## config.mk

```make
export PLATFORM = sky130hd
export DESIGN_NAME = if_fetch_unit
export DESIGN_NICKNAME = d
export VERILOG_FILES = /design/src/rtl/if_fetch_unit.sv
export SDC_FILE = /design/constraint.sdc
export NUM_CORES = 1
export LEC_CHECK = 0
export BUFFER_PORTS_ARGS = -buffer_cell sky130_fd_sc_hd__buf_2
export CORE_MARGIN = 3
export CORE_UTILIZATION = 33
export DETAILED_ROUTE_END_ITERATION = 10
export GPL_TIMING_DRIVEN = 0
export PLACE_DENSITY_LB_ADDON = 0.08
export SLEW_MARGIN = 40
export SYNTH_ARGS = -nofsm -noshare
export SYNTH_HDL_FRONTEND = slang
export SYNTH_SLANG_ARGS = --single-unit
```

## constraint.sdc

```tcl
create_clock -name clk -period 3.65 [get_ports clk]
set_input_delay 0.365 -clock clk [delete_from_list [all_inputs] [get_ports clk]]
set_output_delay 0.365 -clock clk [all_outputs]
set_load 0.01 [all_outputs]
```

## src/rtl/if_fetch_unit.sv

```systemverilog
// Instruction-fetch unit: issues pc to instruction memory over req/ack, holds the
// result at the IF/ID boundary, and stalls the PC. Optional FETCH_STAT_EN adds a wait-cycle counter.
module if_fetch_unit #(
    parameter int unsigned AW = 32,
    parameter int unsigned DW = 32
) (
    input  logic          clk,
    input  logic          rst_n,
    input  logic [AW-1:0] pc,
    input  logic          stall_in,
    input  logic          flush,
    output logic          imem_req,
    output logic [AW-1:0] imem_addr,
    input  logic          imem_ack,
    input  logic [DW-1:0] imem_rdata,
    output logic          stall_PC,
    output logic          if_valid,
    output logic [AW-1:0] if_pc,
    output logic [DW-1:0] if_instr,
    output logic [31:0]   fetch_wait_cnt
);

    localparam int unsigned CW = 32;

    typedef enum logic [1:0] {
        IDLE = 2'd0,
        WAIT = 2'd1,
        DROP = 2'd2
    } state_e;

    state_e        state_q, state_d;
    logic          rst_q;
    logic          req_q, req_d;
    logic [AW-1:0] addr_q, addr_d;
    logic [AW-1:0] if_pc_q, if_pc_d;
    logic [DW-1:0] instr_q, instr_d;
    logic          valid_q, valid_d;
    logic          accept;
    logic          slot_free;
    logic          stall_pc_c;

    // Holds off issue for the first cycle after reset release
    always_ff @(posedge clk or negedge rst_n) begin
        if (!rst_n) begin
            rst_q <= 1'b0;
        end else begin
            rst_q <= 1'b1;
        end
    end

    always_ff @(posedge clk or negedge rst_n) begin
        if (!rst_n) begin
            state_q <= IDLE;
            req_q   <= 1'b0;
            addr_q  <= '0;
            if_pc_q <= '0;
            instr_q <= '0;
            valid_q <= 1'b0;
        end else begin
            state_q <= state_d;
            req_q   <= req_d;
            addr_q  <= addr_d;
            if_pc_q <= if_pc_d;
            instr_q <= instr_d;
            valid_q <= valid_d;
        end
    end

    always_comb begin
        state_d    = state_q;
        addr_d     = addr_q;
        if_pc_d    = if_pc_q;
        instr_d    = instr_q;
        valid_d    = valid_q;
        accept     = 1'b0;
        stall_pc_c = 1'b1;
        slot_free  = !valid_q || !stall_in;

        case (state_q)
            IDLE: begin
                if (rst_q && slot_free && !flush) begin
                    addr_d  = pc;
                    state_d = WAIT;
                end
            end
            WAIT: begin
                if (imem_ack) begin
                    state_d = IDLE;
                    if (!flush) begin
                        instr_d = imem_rdata;
                        if_pc_d = addr_q;
                        accept  = 1'b1;
                    end
                end else if (flush) begin
                    state_d = DROP;
                end
            end
            DROP: begin
                // Request stays up until memory answers; the data is discarded
                if (imem_ack) begin
                    state_d = IDLE;
                end
            end
            default: state_d = IDLE;
        endcase

        if (flush) begin
            valid_d = 1'b0;
        end else if (accept) begin
            valid_d = 1'b1;
        end else if (valid_q && !stall_in) begin
            valid_d = 1'b0;
        end

        if (!rst_q) begin
            stall_pc_c = 1'b1;
        end else if (flush) begin
            stall_pc_c = 1'b0;
        end else if (state_q == WAIT && imem_ack) begin
            stall_pc_c = 1'b0;
        end

        req_d = (state_d != IDLE);
    end

    assign imem_req  = req_q;
    assign imem_addr = addr_q;
    assign stall_PC  = stall_pc_c;
    assign if_valid  = valid_q;
    assign if_pc     = if_pc_q;
    assign if_instr  = instr_q;

`ifdef FETCH_STAT_EN
    logic [CW-1:0] wait_cnt_q;

    // Counts cycles spent waiting on memory; wraps naturally
    always_ff @(posedge clk or negedge rst_n) begin
        if (!rst_n) begin
            wait_cnt_q <= '0;
        end else if (req_q && !imem_ack) begin
            wait_cnt_q <= wait_cnt_q + CW'(1);
        end
    end

    assign fetch_wait_cnt = wait_cnt_q;
`else
    assign fetch_wait_cnt = CW'(0);
`endif

endmodule

```

==> results of run 1 <==
[repair_timing]
action	4_1_cts	5_1_grt
endpoints found under the hold margin	29	0
gates resized for setup	0	0
hold buffers	1	0
[worst max-delay path, stage by stage (launching register included)]
cell	delay [ns]
sky130_fd_sc_hd__dfrtp_1	0.40
sky130_fd_sc_hd__nor2b_4	0.14
sky130_fd_sc_hd__a21o_1	0.17
sky130_fd_sc_hd__nand2_1	0.05
sky130_fd_sc_hd__buf_2	0.13
[synthesized netlist by cell type (all sizes together)]
library cell | number | area, um2
dfrtp | 101 | 2530
mux2 | 96 | 1260
buf | 42 | 394
nor2 | 3 | 11.3
conb | 2 | 7.51
nand2 | 2 | 7.51
nor2b | 2 | 20.0
a21o | 1 | 7.51
a21oi | 1 | 5.00
and3b | 1 | 12.5
inv | 1 | 3.75
nand4 | 1 | 21.3
o21ai | 1 | 5.00
o21bai | 1 | 7.51
o41ai | 1 | 8.76
[registers in the layout (all words and copies together), names as in the netlist]
register,flops
if_pc,32
imem_addr,32
if_valid,1
rst_q,1
imem_req,1
if_instr,32
state_q,2
[power by group]
part | leakage, nW | switching (W) | internal (W)
Clock | 0.143 | 0.000419 | 0.000549
Combinational | 1.62 | 0.000546 | 0.000764
Sequential | 1.21 | 0.000221 | 0.00152
Total | 2.97 | 0.00119 | 0.00283
[stage by stage]
stage	instance area [um2]	instances	setup slack, ns
3_3_place_gp	5470	626	1.06
6_report	5810	644	2.05
3_5_place_dp	5510	627	2.06
5_1_grt	5810	644	1.92
4_1_cts	5810	644	2.01
2_1_floorplan	4420	287	2.20
[worst max path at each step]
stage	from	to
2_1_floorplan	state_q[1]	if_instr[13]
3_3_place_gp	rst_n	if_instr[9]
3_5_place_dp	flush	if_pc[16]
4_1_cts	state_q[0]	stall_PC
5_1_grt	state_q[1]	stall_PC
6_report	state_q[0]	stall_PC
[final cells by class]
class | instances | area (um2) | share of cell area (%)
timing repair buffer | 169 | 883 | 15.2
inverter | 1 | 3.75 | 0.0646
sequential | 101 | 2530 | 43.5
multi-input combinational | 143 | 1500 | 25.7
tap | 172 | 215 | 3.70
clock buffer | 12 | 246 | 4.24
clock inverter | 4 | 47.5 | 0.818
buffer | 42 | 394 | 6.78
[kinds of logic (layout without fill, tap and decap cells)]
family / after synthesis / in the layout
buffers and inverters: 43 / 228
multiplexers: 96 / 96
AO/OA/AOI/OAI: 5 / 5
flip-flops: 101 / 101
other: 2 / 33
AND/OR/NAND/NOR: 9 / 9
[routing by layer]
layer / global-route usage (%) / share of wire, %
met1: 16.0 / 43
met2: 20.3 / 48
met3: 3.51 / 6.9
met4: 6.01 / 2.0
met5: 0 / 0
==> run metrics, run 1 <==
outcome=completed; Port Buf Inserts=167; CP max FO=4; Pleak=2.97 nW; required time of the critical path=3.28 ns; global routing usage summed across all routing layers=12.7%; antenna viol nets, final=0; path type of the worst min-delay path=in2reg; max cap viols=0; utilization of the core after routing=45.9%; Final Net Count=536; Yosys Warn Count=0; Crit Reg-Reg Endpoint=if_pc[14]; Worst setup EP type=output port; Total Power Consumption=0.00402 W; CORE AREA=12,700 um2; post-synthesis to final-layout area growth=35.1%; synthesis-stage register bit count=101; std cell rows=41; register-to-register path setup slack=2.10 ns; instance count along the most critical hold path=2; clock sink count=101; wire length of the first global-routing pass=14,200 um; Hold Vio Cnt, Final=0; area of the mapped netlist=4300 um2; Period minus WS final=1.60 ns; CTS buffer count=9; count of different cell masters after synthesis=19; adder-cell area share of the yosys netlist=0%; sequential share of the synthesized area=58.7%; Setup Viol. Count Final=0; proportion of synthesized area in mux cells=29.4%; mean instance size in the synthesized netlist=16.8 um2; setup_tns=0 ns; CTS root buf=sky130_fd_sc_hd__clkbuf_16; clock tree from TritonCTS=built; RSZ-0062 raised after global routing=no; number of vias in the routed layout=2,633; number of cells on the worst reg-to-reg path=5; area fraction in compound gates after synthesis=0.785%; number of design rule violations left after detail routing=0; setup skew after layout=0.00623 ns; detail-routed net length per standard cell=14.3 um; Max Buffers Root-to-Sink=2; Detailed Route Iter0 Violations=91; CTS H-tree lvls=3; commonest non-fill, non-tap cell in the layout=sky130_fd_sc_hd__buf_2; commonest cells after routing, fill and taps aside=sky130_fd_sc_hd__buf_2, sky130_fd_sc_hd__dfrtp_1, sky130_fd_sc_hd__mux2_4, sky130_fd_sc_hd__mux2_2, sky130_fd_sc_hd__buf_4; area share of and/or/nand/nor cells after synthesis=1.69%; Clock transition at path regs=0.07 ns; Crit Path Class=reg2out; worst ir drop on vdd=0.261 mV; number of detailed-routing iterations run before antenna repair=4; maximum operating frequency=0.624 GHz; Die Y=120 um; final max-slew violation count=0; Critical Path Start Type=register; final routed wirelength across all metal layers=9210 um; worst-case hold slack=0.239 ns; via count normalized by instance count=4.09; count of boundary I/O pins=200; largest family of logic cells by synthesized area=multiplexers; worst hold path startpoint=imem_ack; ANT cells=0; hpwl dp=6690 um; xor/xnor cell area share of the yosys netlist=0%; number of global-route vias before repair=2,696; data arrival at the endpoint of the critical path=1.24 ns; number of antenna violations at the first check in global routing=0; count of filler cells inserted in the layout=1,180; latest clock arrival within the worst-skew pair=0.35 ns; origin of the critical flop-to-flop path=state_q[1]; routability congestion estimate from global placement=0.686; Post-CTS Setup Repair Bufs=0; global route total overflow=0; ratio of total power to cell area=691 nW/um2; Die X=120 um; Worst Hold End=state_q[1]; cell count after synthesis=256; proportion of layout cells with a drive suffix above 1=68.4%; Initial Utilization=34.0%; largest net degree at the start of global routing=73; post-route fraction of the period consumed by the critical path=43.9%; overall die area=14,400 um2
Note: power is estimated with default switching activity, not from simulation.
==> inputs of run 2 (changes only) <==
ABC_AREA = 1   (was not set)
clock period = 1.6 ns   (was 3.65 ns; I/O delays follow)
==> run metrics, run 2 <==
outcome=completed; via count normalized by instance count=4.44 (+8.5%); commonest cells after routing, fill and taps aside=sky130_fd_sc_hd__nand2_1, sky130_fd_sc_hd__buf_2, sky130_fd_sc_hd__dfrtp_1, sky130_fd_sc_hd__nand3_1, sky130_fd_sc_hd__buf_4; proportion of netlist area held by the largest area contributor=58.6% (-0.085 points); latest clock arrival within the worst-skew pair=0.34 ns (about the same); worst-case hold slack=0.0497 ns (-0.190 ns); Clock transition at path regs=0.06 ns (about the same); setup_tns=0 ns (unchanged); cell count after synthesis=480 (+88%); final routed wirelength across all metal layers=11,900 um (+30%); Final Net Count=764 (+43%); number of cells on the worst reg-to-reg path=5 (unchanged); area of the mapped netlist=4310 um2 (+0.15%); CTS buffer count=9 (unchanged); Crit Path Class=reg2reg; Die Y=120 um (about the same); worst hold path startpoint=imem_rdata[8]; number of detailed-routing iterations run before antenna repair=5 (+1); multi-input gate area in the final layout=1470 um2 (-1.4%); global route total overflow=0 (unchanged); CTS root buf=sky130_fd_sc_hd__clkbuf_16; largest net degree at the start of global routing=62 (-15%); data arrival at the endpoint of the critical path=1.77 ns (+0.53 ns); Initial Utilization=34.0% (+0.049 points); portion of total power attributed to the clock network=23.4% (-0.7 points); Pleak=3.47 nW (+17%); count of different cell masters after synthesis=15 (-4); CORE AREA=12,700 um2 (unchanged); Crit Reg-Reg Endpoint=imem_addr[31]; Setup Viol. Count Final=0 (unchanged); count of boundary I/O pins=200 (unchanged); antenna viol nets, final=0 (unchanged); number of vias in the routed layout=3,870 (+47%); max cap viols=0 (unchanged); overall die area=14,500 um2 (+0.14%); cell type with the highest aggregate area in the netlist=sky130_fd_sc_hd__dfrtp_1; Hold Vio Cnt, Final=0 (unchanged); instance count along the most critical hold path=3 (+1); Max Buffers Root-to-Sink=2 (unchanged); number of global-route vias before repair=3,763 (+40%); cell internal power dissipation=0.00548 W (+94%); routability congestion estimate from global placement=0.751 (+9.5%); ANT cells=0 (unchanged); maximum operating frequency=0.673 GHz; proportion of total power due to net switching=34.5% (+5.0 points); clock sink count=101 (unchanged); post-route fraction of the period consumed by the critical path=92.9%; top cells by area in the synthesized netlist=sky130_fd_sc_hd__dfrtp_1, sky130_fd_sc_hd__nand2_1, sky130_fd_sc_hd__nand3_1; setup skew after layout=0.00586 ns (-0.000370 ns); Critical Path Start Type=register; number of antenna violations at the first check in global routing=0 (unchanged); predominant post-synthesis flop cell=sky130_fd_sc_hd__dfrtp_1; origin of the critical flop-to-flop path=state_q[1]; leading cell type by number of instances after synthesis=sky130_fd_sc_hd__nand2_1; CTS H-tree lvls=3 (unchanged); Die X=120 um (about the same); worst ir drop on vdd=0.524 mV (+100%); part of the total power dissipated in combinational logic=30.4% (-2.2 points); sequential share of the synthesized area=58.6% (-0.085 points); std cell rows=41 (unchanged); commonest non-fill, non-tap cell in the layout=sky130_fd_sc_hd__nand2_1; count of filler cells inserted in the layout=1,310 (+11%); Worst setup EP type=register; Detailed Route Iter0 Violations=171 (+88%); async set-reset flop share out of synthesis=100% (unchanged); switching power=0.00289 W (+140%); mean instance size in the synthesized netlist=8.98 um2 (-47%); Worst Hold End=if_instr[8]; detail-routed net length per standard cell=13.7 um (-4.2%); synthesis-stage register bit count=101 (unchanged); placed cells=851 (+36%); post-synthesis to final-layout area growth=35.9%; post-route insts no fill=872 (+35%); global routing usage summed across all routing layers=16.5% (+3.8 points); list of most frequent post-synthesis cells=sky130_fd_sc_hd__nand2_1, sky130_fd_sc_hd__dfrtp_1, sky130_fd_sc_hd__nand3_1, sky130_fd_sc_hd__buf_4, sky130_fd_sc_hd__nand4_1; path type of the worst min-delay path=in2reg; number of enable flip-flop cells after synthesis=0 (unchanged); ratio of total power to cell area=1430 nW/um2 (+110%); wire length of the first global-routing pass=18,900 um (+33%); proportion of layout cells with a drive suffix above 1=36.0% (-32 points); Yosys Warn Count=0 (unchanged); Period minus WS final=1.49 ns; required time of the critical path=1.88 ns (-1.40 ns); total area of sequential cells=2530 um2 (unchanged); clock tree from TritonCTS=built; register-to-register path setup slack=0.11 ns (-1.99 ns); Port Buf Inserts=167 (unchanged); sequential power share=46.2% (+2.9 points); hpwl dp=8830 um (+32%); CP max FO=10 (+6); number of design rule violations left after detail routing=0 (unchanged); final max-slew violation count=0 (unchanged); RSZ-0062 raised after global routing=no
[run 2: area by class of cell]
type | instances | share of cell area [%]
buffer | 64 | 7.39
clock buffer | 11 | 3.97
clock inverter | 5 | 0.470
tap | 172 | 3.67
sequential | 101 | 43.1
multi-input combinational | 339 | 25.2
timing repair buffer | 174 | 15.8
inverter | 6 | 0.384
[run 2: worst max path at each step]
stage                           from  slack, ns             to
after floorplan           state_q[0]       0.38       stall_PC
after global placement         rst_n      -0.74  imem_addr[26]
after detailed placement  state_q[0]       0.07       stall_PC
after CTS                 state_q[0]      -0.02       stall_PC
after global routing      state_q[1]       0.02  imem_addr[31]
final                     state_q[1]       0.11  imem_addr[31]
[run 2: worst max-delay path: stages, from the launching register on]
cell and delay (ns):
sky130_fd_sc_hd__dfrtp_1 0.41, sky130_fd_sc_hd__buf_4 0.16, sky130_fd_sc_hd__nor2_4 0.18, sky130_fd_sc_hd__clkbuf_1 0.40, sky130_fd_sc_hd__nand4_1 0.17, sky130_fd_sc_hd__nand2_1 0.10
[run 2: timing repair]
| item | 4_1_cts | 5_1_grt |
|---|---|---|
| setup buffers | 5 | 0 |
| hold buffers | 1 | 0 |
| endpoints found under the hold margin | 40 | 0 |
| endpoints found under the setup margin | 1 | 29 |
| pin swaps | 1 | 1 |
| gates resized for setup | 11 | 6 |
[run 2: through the flow]
step / utilization (%) / total power (W) / cell area, um2 / setup WS, ns
2_1_floorplan: - / 0.00516 / 4430 / 0.380
3_3_place_gp: 43.2 / 0.00641 / 5480 / -0.742
3_5_place_dp: 43.5 / 0.00647 / 5520 / 0.0664
4_1_cts: 46.3 / 0.00851 / 5860 / -0.0169
5_1_grt: 46.2 / 0.00898 / 5860 / 0.0245
6_report: 46.2 / 0.00838 / 5860 / 0.114
[run 2: kinds of logic (layout without fill, tap and decap cells)]
group / count (synthesis) / after routing / synth area share [%]
other: 2 / 33 / 0.174
and+or+nand+nor: 304 / 304 / 30.4
DFF: 101 / 101 / 58.6
buffers and inverters: 71 / 260 / 10.5
AOI/OAI and AO/OA: 2 / 2 / 0.232
[run 2: power by group through the flow]
stage	sequential [W]	clock (W)	combinational, W
3_5_place_dp	0.00391	0	0.00256
6_report	0.00387	0.00196	0.00255
2_1_floorplan	0.00427	0	0.000894
4_1_cts	0.00387	0.00205	0.00259
3_3_place_gp	0.00389	0	0.00252
5_1_grt	0.00398	0.00213	0.00287
[run 2: layer usage]
layer | track usage, % | vias to the layer above | wire (um)
met5 | 0 | - | 0
met4 | 6.59 | 0 | 175
met3 | 4.07 | 9 | 889
met2 | 26.6 | 132 | 5570
met1 | 21.6 | 1806 | 5310
li1 | - | 1923 | -
==> inputs of run 3 (changes only) <==
--- a/config.mk
+++ b/config.mk
@@ -12,3 +12,2 @@
 export DETAILED_ROUTE_END_ITERATION = 10
-export GPL_TIMING_DRIVEN = 0
 export PLACE_DENSITY_LB_ADDON = 0.08
--- a/constraint.sdc
+++ b/constraint.sdc
@@ -3,2 +3,2 @@
 set_output_delay 0.16 -clock clk [all_outputs]
-set_load 0.01 [all_outputs]
+set_load 0.005 [all_outputs]
==> run metrics, run 3 (synthesis results as in run 2) <==
Crit Path Class=reg2out; required time of the critical path=1.44 ns (-0.44 ns); routability congestion estimate from global placement=0.731 (-2.6%); worst hold path startpoint=imem_rdata[11]; RSZ-0062 raised after global routing=no; number of design rule violations left after detail routing=0 (unchanged); global route total overflow=0 (unchanged); ratio of total power to cell area=1450 nW/um2 (+1.4%); clock sink count=101 (unchanged); std cell rows=41 (unchanged); worst slack after detailed placement=0.316 ns (+0.250 ns); hpwl dp=8370 um (-5.2%); maximum operating frequency=0.677 GHz (+0.64%); largest net degree at the start of global routing=52 (-16%); Worst setup EP type=output port; count of filler cells inserted in the layout=1,361 (+3.9%); count of boundary I/O pins=200 (unchanged); post-synthesis to final-layout area growth=28.3%; number of antenna violations at the first check in global routing=3 (+3); CP max FO=8 (-2); via count normalized by instance count=4.52 (+1.8%); setup skew after layout=0.00617 ns (+0.000309 ns); outcome=completed; CTS H-tree lvls=3 (unchanged); highest layer used for signal routing=met5; met3 WL post-DR=1020 um (+14%); Port Buf Inserts=167 (unchanged); detail-routed net length per standard cell=14.3 um (+4.5%); setup_tns=0 ns (unchanged); number of vias in the routed layout=3,719 (-3.9%); CTS root buf=sky130_fd_sc_hd__clkbuf_16; launching element of the worst setup path=state_q[1]; worst ir drop on vdd=0.489 mV (-6.7%); Final Net Count=714 (-6.5%); WL met1=5070 um (-4.6%); global routing usage summed across all routing layers=16.9% (+0.32 points); Detailed Route Iter0 Violations=174 (+1.8%); Clock transition at path regs=0.06 ns (about the same); final max-slew violation count=0 (unchanged); max cap viols=0 (unchanged); wire length of the first global-routing pass=19,200 um (+1.7%); data arrival at the endpoint of the critical path=1.32 ns (-0.45 ns); Initial Utilization=34.0% (unchanged); proportion of layout cells with a drive suffix above 1=31.5% (-4.5 points); register-to-register path setup slack=0.31 ns (+0.20 ns); Die Y=120 um (unchanged); Pleak=3.24 nW (-6.6%); Critical Path Start Type=register; final worst slack=0.123 ns (+0.00947 ns); origin of the critical flop-to-flop path=state_q[0]; clock tree from TritonCTS=built; post-route fraction of the period consumed by the critical path=92.3% (-0.59 points); antenna viol nets, final=0 (unchanged); number of detailed-routing iterations run before antenna repair=4 (-1); commonest cells after routing, fill and taps aside=sky130_fd_sc_hd__nand2_1, sky130_fd_sc_hd__buf_2, sky130_fd_sc_hd__dfrtp_1, sky130_fd_sc_hd__nand3_1, sky130_fd_sc_hd__conb_1; Hold Vio Cnt, Final=0 (unchanged); overall die area=14,500 um2 (unchanged); CTS buffer count=9 (unchanged); number of global-route vias before repair=3,588 (-4.7%); Period minus WS final=1.48 ns (-0.00947 ns); Die X=120 um (unchanged); path type of the worst min-delay path=in2reg; CORE AREA=12,700 um2 (unchanged); latest clock arrival within the worst-skew pair=0.34 ns (about the same); final routed wirelength across all metal layers=11,800 um (-1.3%); Setup Viol. Count Final=0 (unchanged); Max Buffers Root-to-Sink=2 (unchanged); WL met2=5500 um (-1.3%); commonest non-fill, non-tap cell in the layout=sky130_fd_sc_hd__nand2_1
run 3: changes by cell type in the layout (fill, tap and decap cells not counted), sizes merged:
cell / before / now
diode: 0 / 1
clkbuf: 21 / 15
clkinv: 4 / 1
buf: 227 / 187
clkinvlp: 1 / 0
run 3: path summary, 6_finish.rpt:
path,endpoint,cells past startpoint
setup / recovery,stall_PC,5
hold / removal,if_instr[11],3
setup reg to reg,imem_addr[16],6
hold reg to reg,if_pc[31],2
max in group asynchronous,imem_addr[26],3
min in group asynchronous,if_instr[28],2
run 3: report_power, final:
group / leakage [nW] / internal (W) / total [W] / switching, W
clock network: 0.134 / 0.00114 / 0.00204 / 0.000902
logic: 1.82 / 0.000978 / 0.00211 / 0.00113
registers: 1.28 / 0.00337 / 0.00387 / 0.000492
run 3: per-stage QoR:
stage | power, W | cell area [um2] | cells | utilization, % | hold WS, ns
after CTS | 0.00815 | 5520 | 821 | 43.5 | 0.0281
after floorplan | 0.00483 | 4430 | 511 | - | -0.136
after global placement | 0.00603 | 5230 | 804 | 41.3 | 0.108
after detailed placement | 0.00607 | 5230 | 804 | 41.3 | 0.110
final | 0.00802 | 5530 | 823 | 43.6 | 0.0450
after global routing | 0.00867 | 5530 | 823 | 43.6 | 0.0430
run 3: worst max-delay path: stages, from the launching register on:
cell and delay (ns):
sky130_fd_sc_hd__dfrtp_1 0.44, sky130_fd_sc_hd__nor2_4 0.20, sky130_fd_sc_hd__nand2_4 0.10, sky130_fd_sc_hd__nand2_1 0.07
sky130_fd_sc_hd__nand2_1 0.05, sky130_fd_sc_hd__buf_2 0.12
run 3: final cells by class:
cell class	count	area, um2	area share [%]
flip-flops and latches	101	2530	45.7
multi-input cells	339	1470	26.5
repair buffers	188	1020	18.5
clock buffers	15	268	4.84
well taps	172	215	3.89
inverters	6	22.5	0.407
clock inverters	1	5.00	0.0905
diodes	1	2.50	0.0452
run 3: layer usage:
metal | vias up | track usage [%]
li1 | 1816 | -
met1 | 1746 | 21.8
met2 | 136 | 26.7
met3 | 17 | 5.29
met4 | 4 | 6.37
met5 | - | 0
run 3: timing repair:
| item | CTS | global route |
|---|---|---|
| gates resized for setup | 0 | 1 |
| hold endpoints to repair | 25 | 0 |
| endpoints found under the setup margin | 0 | 1 |
| buffers inserted | 0 | 1 |
| hold buffers | 1 | 0 |
